===== src/rtl/cla_nibble_serial_adder_if.sv =====
// cla_nibble_serial_adder_if: start/done request bus; master drives start,a,b,cin and slave returns busy,done,sum,cout,ovf
interface cla_nibble_serial_adder_if #(parameter int NIBBLES = 4);
  logic start;
  logic [4*NIBBLES-1:0] a;
  logic [4*NIBBLES-1:0] b;
  logic cin;
  logic busy;
  logic done;
  logic [4*NIBBLES-1:0] sum;
  logic cout;
  logic ovf;
  modport master (output start, a, b, cin, input busy, done, sum, cout, ovf);
  modport slave (input start, a, b, cin, output busy, done, sum, cout, ovf);
endinterface


===== src/rtl/cla_nibble_serial_adder.sv =====
// cla_nibble_serial_adder: adds a+b+cin one nibble per cycle through one shared 4-bit CLA; ports clk, rst, bus (slave: start/a/b/cin in, busy/done/sum/cout/ovf out)
module CLA_4bit (
  input  logic [3:0] a,
  input  logic [3:0] b,
  input  logic       c_in,
  output logic [3:0] s,
  output logic       c_out
);
  logic [3:0] g;
  logic [3:0] p;
  logic [4:1] c;
  always_comb begin
    g = a & b;
    p = a ^ b;
    c[1] = g[0] | (p[0] & c_in);
    c[2] = g[1] | (p[1] & g[0]) | (p[1] & p[0] & c_in);
    c[3] = g[2] | (p[2] & g[1]) | (p[2] & p[1] & g[0]) | (p[2] & p[1] & p[0] & c_in);
    c[4] = g[3] | (p[3] & g[2]) | (p[3] & p[2] & g[1]) | (p[3] & p[2] & p[1] & g[0]) | (&p & c_in);
    s = p ^ {c[3:1], c_in};
    c_out = c[4];
  end
endmodule

module cla_nibble_serial_adder #(
  parameter int NIBBLES = 4
) (
  input logic clk,
  input logic rst,
  cla_nibble_serial_adder_if.slave bus
);
  localparam int W = 4 * NIBBLES;
  localparam int IW = NIBBLES > 1 ? $clog2(NIBBLES) : 1;
  typedef enum logic [1:0] {IDLE, RUN, DONE} state_t;
  state_t state_q, state_d;
  logic [W-1:0] op_a_q, op_a_d, op_b_q, op_b_d, sum_q, sum_d;
  logic [IW-1:0] idx_q, idx_d;
  logic carry_q, carry_d, cout_q, cout_d, ovf_q, ovf_d;
  logic accept, run, last;
  logic [3:0] s;
  logic c_out;
  CLA_4bit u_cla (
    .a(op_a_q[4*idx_q +: 4]),
    .b(op_b_q[4*idx_q +: 4]),
    .c_in(carry_q),
    .s(s),
    .c_out(c_out)
  );
  always_ff @(posedge clk) begin
    if (rst) begin
      state_q <= IDLE;
      op_a_q <= '0;
      op_b_q <= '0;
      sum_q <= '0;
      idx_q <= '0;
      carry_q <= 1'b0;
      cout_q <= 1'b0;
      ovf_q <= 1'b0;
    end else begin
      state_q <= state_d;
      op_a_q <= op_a_d;
      op_b_q <= op_b_d;
      sum_q <= sum_d;
      idx_q <= idx_d;
      carry_q <= carry_d;
      cout_q <= cout_d;
      ovf_q <= ovf_d;
    end
  end
  always_comb begin
    accept = bus.start && (state_q == IDLE || state_q == DONE);
    run = state_q == RUN;
    last = idx_q == IW'(NIBBLES - 1);
    state_d = accept ? RUN : run ? (last ? DONE : RUN) : IDLE;
  end
  always_comb begin
    op_a_d = accept ? bus.a : op_a_q;
    op_b_d = accept ? bus.b : op_b_q;
    carry_d = accept ? bus.cin : run ? c_out : carry_q;
    idx_d = accept ? '0 : (run && !last) ? idx_q + 1'b1 : idx_q;
    sum_d = accept ? '0 : sum_q;
    if (run) sum_d[4*idx_q +: 4] = s;
    cout_d = (run && last) ? c_out : cout_q;
    // top-nibble S3 is the sign of the result; overflow when like-signed operands flip it
    ovf_d = (run && last) ? (op_a_q[W-1] == op_b_q[W-1]) && (s[3] != op_a_q[W-1]) : ovf_q;
  end
  always_comb begin
    bus.busy = state_q == RUN;
    bus.done = state_q == DONE;
    bus.sum = sum_q;
    bus.cout = cout_q;
    bus.ovf = ovf_q;
  end
endmodule


===== src/flat_wrapper.sv =====
// flat-port wrapper written by rule: the top's interface ports become plain ports
module cla_nibble_serial_adder_flat 
#(
  parameter int NIBBLES = 4
)
  (clk, rst, bus_start, bus_a, bus_b, bus_cin, bus_busy, bus_done, bus_sum, bus_cout, bus_ovf);
  cla_nibble_serial_adder_if #(.NIBBLES(NIBBLES)) bus_i ();
  input logic clk;
  input logic rst;
  input wire logic [$bits(bus_i.start)-1:0] bus_start;
  input wire logic [$bits(bus_i.a)-1:0] bus_a;
  input wire logic [$bits(bus_i.b)-1:0] bus_b;
  input wire logic [$bits(bus_i.cin)-1:0] bus_cin;
  output wire logic [$bits(bus_i.busy)-1:0] bus_busy;
  output wire logic [$bits(bus_i.done)-1:0] bus_done;
  output wire logic [$bits(bus_i.sum)-1:0] bus_sum;
  output wire logic [$bits(bus_i.cout)-1:0] bus_cout;
  output wire logic [$bits(bus_i.ovf)-1:0] bus_ovf;
  assign bus_i.start = bus_start;
  assign bus_i.a = bus_a;
  assign bus_i.b = bus_b;
  assign bus_i.cin = bus_cin;
  assign bus_busy = bus_i.busy;
  assign bus_done = bus_i.done;
  assign bus_sum = bus_i.sum;
  assign bus_cout = bus_i.cout;
  assign bus_ovf = bus_i.ovf;
  cla_nibble_serial_adder #(.NIBBLES(NIBBLES)) u_core (.clk(clk), .rst(rst), .bus(bus_i));
endmodule

===== config.mk =====
export PLATFORM = sky130hd
export DESIGN_NAME = cla_nibble_serial_adder_flat
export DESIGN_NICKNAME = d
export VERILOG_FILES = /design/src/rtl/cla_nibble_serial_adder_if.sv /design/src/rtl/cla_nibble_serial_adder.sv /design/src/flat_wrapper.sv
export SDC_FILE = /design/constraint.sdc
export NUM_CORES = 1
export LEC_CHECK = 0
export ABC_AREA = 1
export CAP_MARGIN = 10
export CORE_ASPECT_RATIO = 0.9
export CORE_UTILIZATION = 54
export CTS_CLUSTER_DIAMETER = 120
export DETAILED_ROUTE_END_ITERATION = 6
export PLACE_DENSITY = 0.84
export REMOVE_ABC_BUFFERS = 1
export SYNTH_ARGS = -nofsm -noshare
export SYNTH_HDL_FRONTEND = slang
export SYNTH_HIERARCHICAL = 1
export SYNTH_SLANG_ARGS = --single-unit

===== constraint.sdc =====
create_clock -name clk -period 4.85 [get_ports clk]
set_input_delay 0.97 -clock clk [delete_from_list [all_inputs] [get_ports clk]]
set_output_delay 0.97 -clock clk [all_outputs]
set_load 0.05 [all_outputs]

==> metrics.cfg, run 1 <==
[run_status]
status=completed

[placed_design]
dpl_cell_area_um2=3150
post-dp-hpwl_um=3820
pre_cts_slack_ns=1.95
gp_congestion=0.820
portBuffers=55

[timing]
fmax_mhz=369
max_slew.worst_pin.slew_ns=0.946
rsz0062_at_grt=false
fin_ws_ns=2.14
max_slew_margin_pct=36.9
timing.hold.ws_ns=0.468
finalCritPeriodShare_pct=55.9
hold_violations=0
setup-violations-final=0
finalCriticalPeriod_ns=2.71
skew_ns=0.00672
slew_viol_final=0
tns_ns=0

[clocking]
cts_buffers=5
cts_tree=yes
clock_latency_ns=0.31
postCtsSetupBuffers=0
path_clk_slew_ns=0.09
cts_buffer_depth=2
post_cts_resized=0
numClockSinks=55
hold_buffers=0
cts_root_buffer=clkbuf_8
htreeDepth=2

[worst_hold_path]
min_path_type=reg -> reg

[routing]
wire_per_inst_um=11.6
first_pass_iters=4
vias=2397
drt-vias-per-instance=5.08
routed_wl_um=5490
drt_iter0_drc=155
ant_nets=0
drc=0

[floorplan]
row_count=23
die_y_um=68.0
die_w_um=75.3
coreArea_um2=4550
pin_count=56
start_util_pct=57.5
die_area_um2=5120

[layout]
final_cell_area_um2=3230
final_common_cell=nor2_1
final_cell_mix=nor2_1, clkdlybuf4s50_1, dfxtp_1
fillerInstances=420
area.growth.synth_to_final_pct=23.7
drive_gt1_share_pct=4.63
diodes=0
final_util_pct=71.1
nets=456

[global_route]
grt_use_total_pct=24.2
grt_pass1_vias=2203
grt_overflow=0
grt_pass1_wl_um=9470
antenna_found_initial=0
grt_max_degree=39

[critical_path]
path_class=reg -> out
crit_arrival_ns=1.74
startpoint_type=flip-flop
critPathRequiredTime_ns=3.88
path_max_fanout=7
end_kind=output pin

[power]
pwr_density_cell_nw_per_um2=298
ir_drop_v=0.000168
leakage_nw=1.40

[synth]
avgSynthCellArea_um2=7.22
synth_cells=362
seq_area_frac_synth_pct=42.1
syn_area_um2=2610
synth-warning-count=6
synth_cell_types=27
synth_seq_cells=55

[flow_run]
drv_cap=0

-- synth_stat cells --
library cell / n / area share, %
buf_4: 5 / 1.4
fa_1: 1 / 0.77
inv_4: 1 / 0.24
nand2_1: 42 / 6.0
nor2_1: 90 / 13
nor2_8: 2 / 1.5
nand3_1: 35 / 6.7
nand2_2: 3 / 0.72
inv_2: 2 / 0.29
buf_6: 2 / 0.86
buf_2: 5 / 0.96
clkbuf_2: 2 / 0.38
clkbuf_1: 2 / 0.29
nor2_2: 2 / 0.48
a21oi_1: 7 / 1.3
nor3_1: 1 / 0.19
dfxtp_1: 55 / 42
o21ai_0: 53 / 10
or2_0: 1 / 0.24
nand4_1: 2 / 0.48
a21boi_1: 1 / 0.29
o22ai_1: 8 / 1.9
ha_1: 10 / 4.8
inv_1: 27 / 3.9
xnor2_1: 1 / 0.34
o21ai_1: 1 / 0.19
nand2_4: 1 / 0.43
-- sequential cells by signal, summed over array words and instances (netlist names) --
name             flops
u_core/bus.sum      16
u_core/op_a_q       16
u_core/op_b_q       16
u_core/idx_q         2
u_core/state_q       2
u_core/bus.cout      1
u_core/bus.ovf       1
u_core/carry_q       1
-- worst paths after layout --
check	start	end	slack [ns]	cells after the start
worst max register to register	u_core/idx_q[1]	u_core/bus.sum[9]	2.31	10
worst max-delay path	u_core/state_q[0]	bus_busy	2.14	3
worst min register to register	u_core/bus.sum[14]	u_core/bus.sum[14]	0.47	2
worst min-delay path	u_core/bus.sum[14]	u_core/bus.sum[14]	0.47	2
-- power by group --
group | internal, mW | switching, mW | leakage, nW | total, mW
registers | 0.479 | 0.0156 | 0.452 | 0.495
clock network | 0.101 | 0.144 | 0.0412 | 0.245
logic | 0.0881 | 0.135 | 0.903 | 0.223
total | 0.668 | 0.294 | 1.40 | 0.962
-- per-layer routing --
layer  wire length [um]  vias up  global-route usage [%]  part of all wire [%]
met3                287       11                    5.30                   5.2
met4                102        0                    9.72                   1.9
met5                  0        -                       0                     0
met2               2480       64                    41.1                    45
met1               2620     1054                    29.8                    48
li1                   -     1268                       -                     -
-- area by class of cell --
type | instances | area [um2] | share of cell area (%)
clock inverter | 2 | 12.5 | 0.387
multi-input combinational | 261 | 1290 | 40.0
timing repair buffer | 56 | 558 | 17.3
inverter | 30 | 115 | 3.56
tap | 62 | 77.6 | 2.40
clock buffer | 6 | 72.6 | 2.25
sequential | 55 | 1100 | 34.1
-- cell families (layout without fill, tap and decap cells) --
family | after synthesis | after routing | synth area share [%]
buffers and inverters | 46 | 94 | 8.33
AO/OA/AOI/OAI | 70 | 70 | 13.9
XOR/XNOR | 1 | 1 | 0.335
AND/OR/NAND/NOR | 179 | 179 | 29.7
adder cells (fa/ha/maj) | 11 | 11 | 5.56
flip-flops | 55 | 55 | 42.1
-- worst max-delay path: stages, from the launching register on --
cell,delay [ns]
dfxtp_1,0.38
inv_2,0.09
nor2_8,0.14
clkdlybuf4s50_1,0.82
-- per-stage QoR --
step	std cells	total power, mW
after global routing	472	1.02
after floorplan	346	0.651
final	472	0.962
after global placement	464	0.720
after detailed placement	464	0.726
after CTS	472	0.969
Note: power is estimated with default switching activity, not from simulation.
==> inputs of run 2 (changes only) <==
Settings changed: CORE_UTILIZATION 54 to 50, PLACE_DENSITY 0.84 to 0.79.
Clock period 4.85 ns to 2.6 ns, I/O delays scaled along.
==> run 2 against run 1 <==
Effect of this change:
- utilization fell by 4.3 points
- hold slack got worse by 0.0012 ns
- largest power group unchanged
- count of clock-buffer cells in the layout stayed put
- combinational power is 90% higher
==> metrics.cfg, run 2 (same netlist as run 1, synthesis figures left out) <==
[run_status]
status=completed

[layout]
drive_gt1_share_pct=5.56
fillerInstances=440
final_cell_mix=nor2_1, clkdlybuf4s50_1, dfxtp_1
area.growth.synth_to_final_pct=25.9
final_common_cell=nor2_1
nets=461
diodes=0

[global_route]
grt_max_degree=33
grt_pass1_vias=2327
grt_pass1_wl_um=10300
grt_use_total_pct=23.2
grt_overflow=0
antenna_found_initial=0

[critical_path]
path_max_fanout=7
r2r_start=u_core/idx_q[0]
slowest_delay_ns=0.82
crit_arrival_ns=1.72
startpoint_type=flip-flop
crit_chain=inv_2, nor2_8, clkdlybuf4s50_1
critPathRequiredTime_ns=2.08
r2r_end=u_core/bus.sum[11]
r2r_cells=12
end_kind=output pin
r2r_slack_ns=0.44
path_class=reg -> out
cp_slowest_cell=clkdlybuf4s50_1

[floorplan]
die_area_um2=5520
coreArea_um2=4920
pin_count=56
die_y_um=70.6
start_util_pct=53.0
row_count=24
die_w_um=78.2

[routing]
drt-vias-per-instance=5.14
first_pass_iters=4
vias=2463
wire_per_inst_um=12.2
drc=0
routed_wl_um=5860
drt_iter0_drc=210
ant_nets=0

[power]
leakage_nw=1.43
p_total_mw=1.88
ir_drop_v=0.000305
pwr_density_cell_nw_per_um2=572

[placed_design]
post-dp-hpwl_um=4400
portBuffers=55
gp_congestion=0.830

[worst_hold_path]
hold_path_end=u_core/bus.sum[13]
worst_hold_path.num_cells=2
min_path_type=reg -> reg
min_from=u_core/bus.sum[13]

[timing]
tns_ns=0
setup-violations-final=0
finalCriticalPeriod_ns=2.24
finalCritPeriodShare_pct=86.3
hold_violations=0
fmax_mhz=446
rsz0062_at_grt=false
slew_viol_final=0
skew_ns=0.00800
max_slew.worst_pin.slew_ns=0.514
max_slew_margin_pct=65.6

[clocking]
htreeDepth=2
cts_root_buffer=clkbuf_8
cts_tree=yes
cts_buffers=5
postCtsSetupBuffers=0
path_clk_slew_ns=0.09
post_cts_resized=0
numClockSinks=55
hold_buffers=0
cts_buffer_depth=2
clock_latency_ns=0.30

[flow_run]
drv_cap=0

==> run 2: layout make-up <==
| type | instances | area (um2) | share of cell area [%] |
|---|---|---|---|
| tap | 65 | 81.3 | 2.47 |
| clock inverter | 1 | 30.0 | 0.913 |
| timing repair buffer | 61 | 596 | 18.1 |
| inverter | 30 | 115 | 3.50 |
| sequential | 55 | 1100 | 33.5 |
| clock buffer | 6 | 72.6 | 2.21 |
| multi-input combinational | 261 | 1290 | 39.3 |
==> run 2: power by group <==
part	switching, mW	leakage [nW]	internal [mW]
Clock	0.251	0.0513	0.283
Sequential	0.0307	0.452	0.894
Combinational	0.255	0.928	0.169
Total	0.536	1.43	1.35
==> run 2: how the worst max path moves through the flow <==
stage | from | endpoint | slack, ns | cells after the start
floorplan | u_core/idx_q[0] | u_core/bus.sum[11] | 0.24 | 12
global placement | u_core/idx_q[0] | u_core/bus.sum[9] | 0.60 | 10
detailed placement | u_core/idx_q[1] | u_core/bus.sum[11] | 0.50 | 12
CTS | u_core/state_q[0] | bus_busy | 0.35 | 3
global route | u_core/idx_q[1] | u_core/bus.sum[11] | 0.16 | 12
finish | u_core/state_q[0] | bus_busy | 0.36 | 3
==> run 2: routing by layer <==
metal	GRT usage (%)	share of wire, %	vias to the layer above
li1	-	-	1270
met1	31.1	47	1115
met2	38.6	46	74
met3	4.13	5.7	4
met4	6.38	0.87	0
met5	0	0	-
==> run 2: worst max-delay path: cells and delay by family, from the launching register on <==
family / cells / cell delay (ns)
simple gates: 1 / 0.15
buf+inv: 2 / 0.91
flops: 1 / 0.37
==> run 2: through the flow <==
stage	utilization (%)	cells	cell area [um2]	setup WS (ns)	hold slack (ns)
4_1_cts	66.8	479	3290	0.353	0.469
3_3_place_gp	64.7	472	3190	0.599	0.459
2_1_floorplan	-	346	2510	0.238	0.450
5_1_grt	66.8	479	3290	0.156	0.491
6_report	66.8	479	3290	0.357	0.467
3_5_place_dp	64.7	472	3190	0.496	0.455
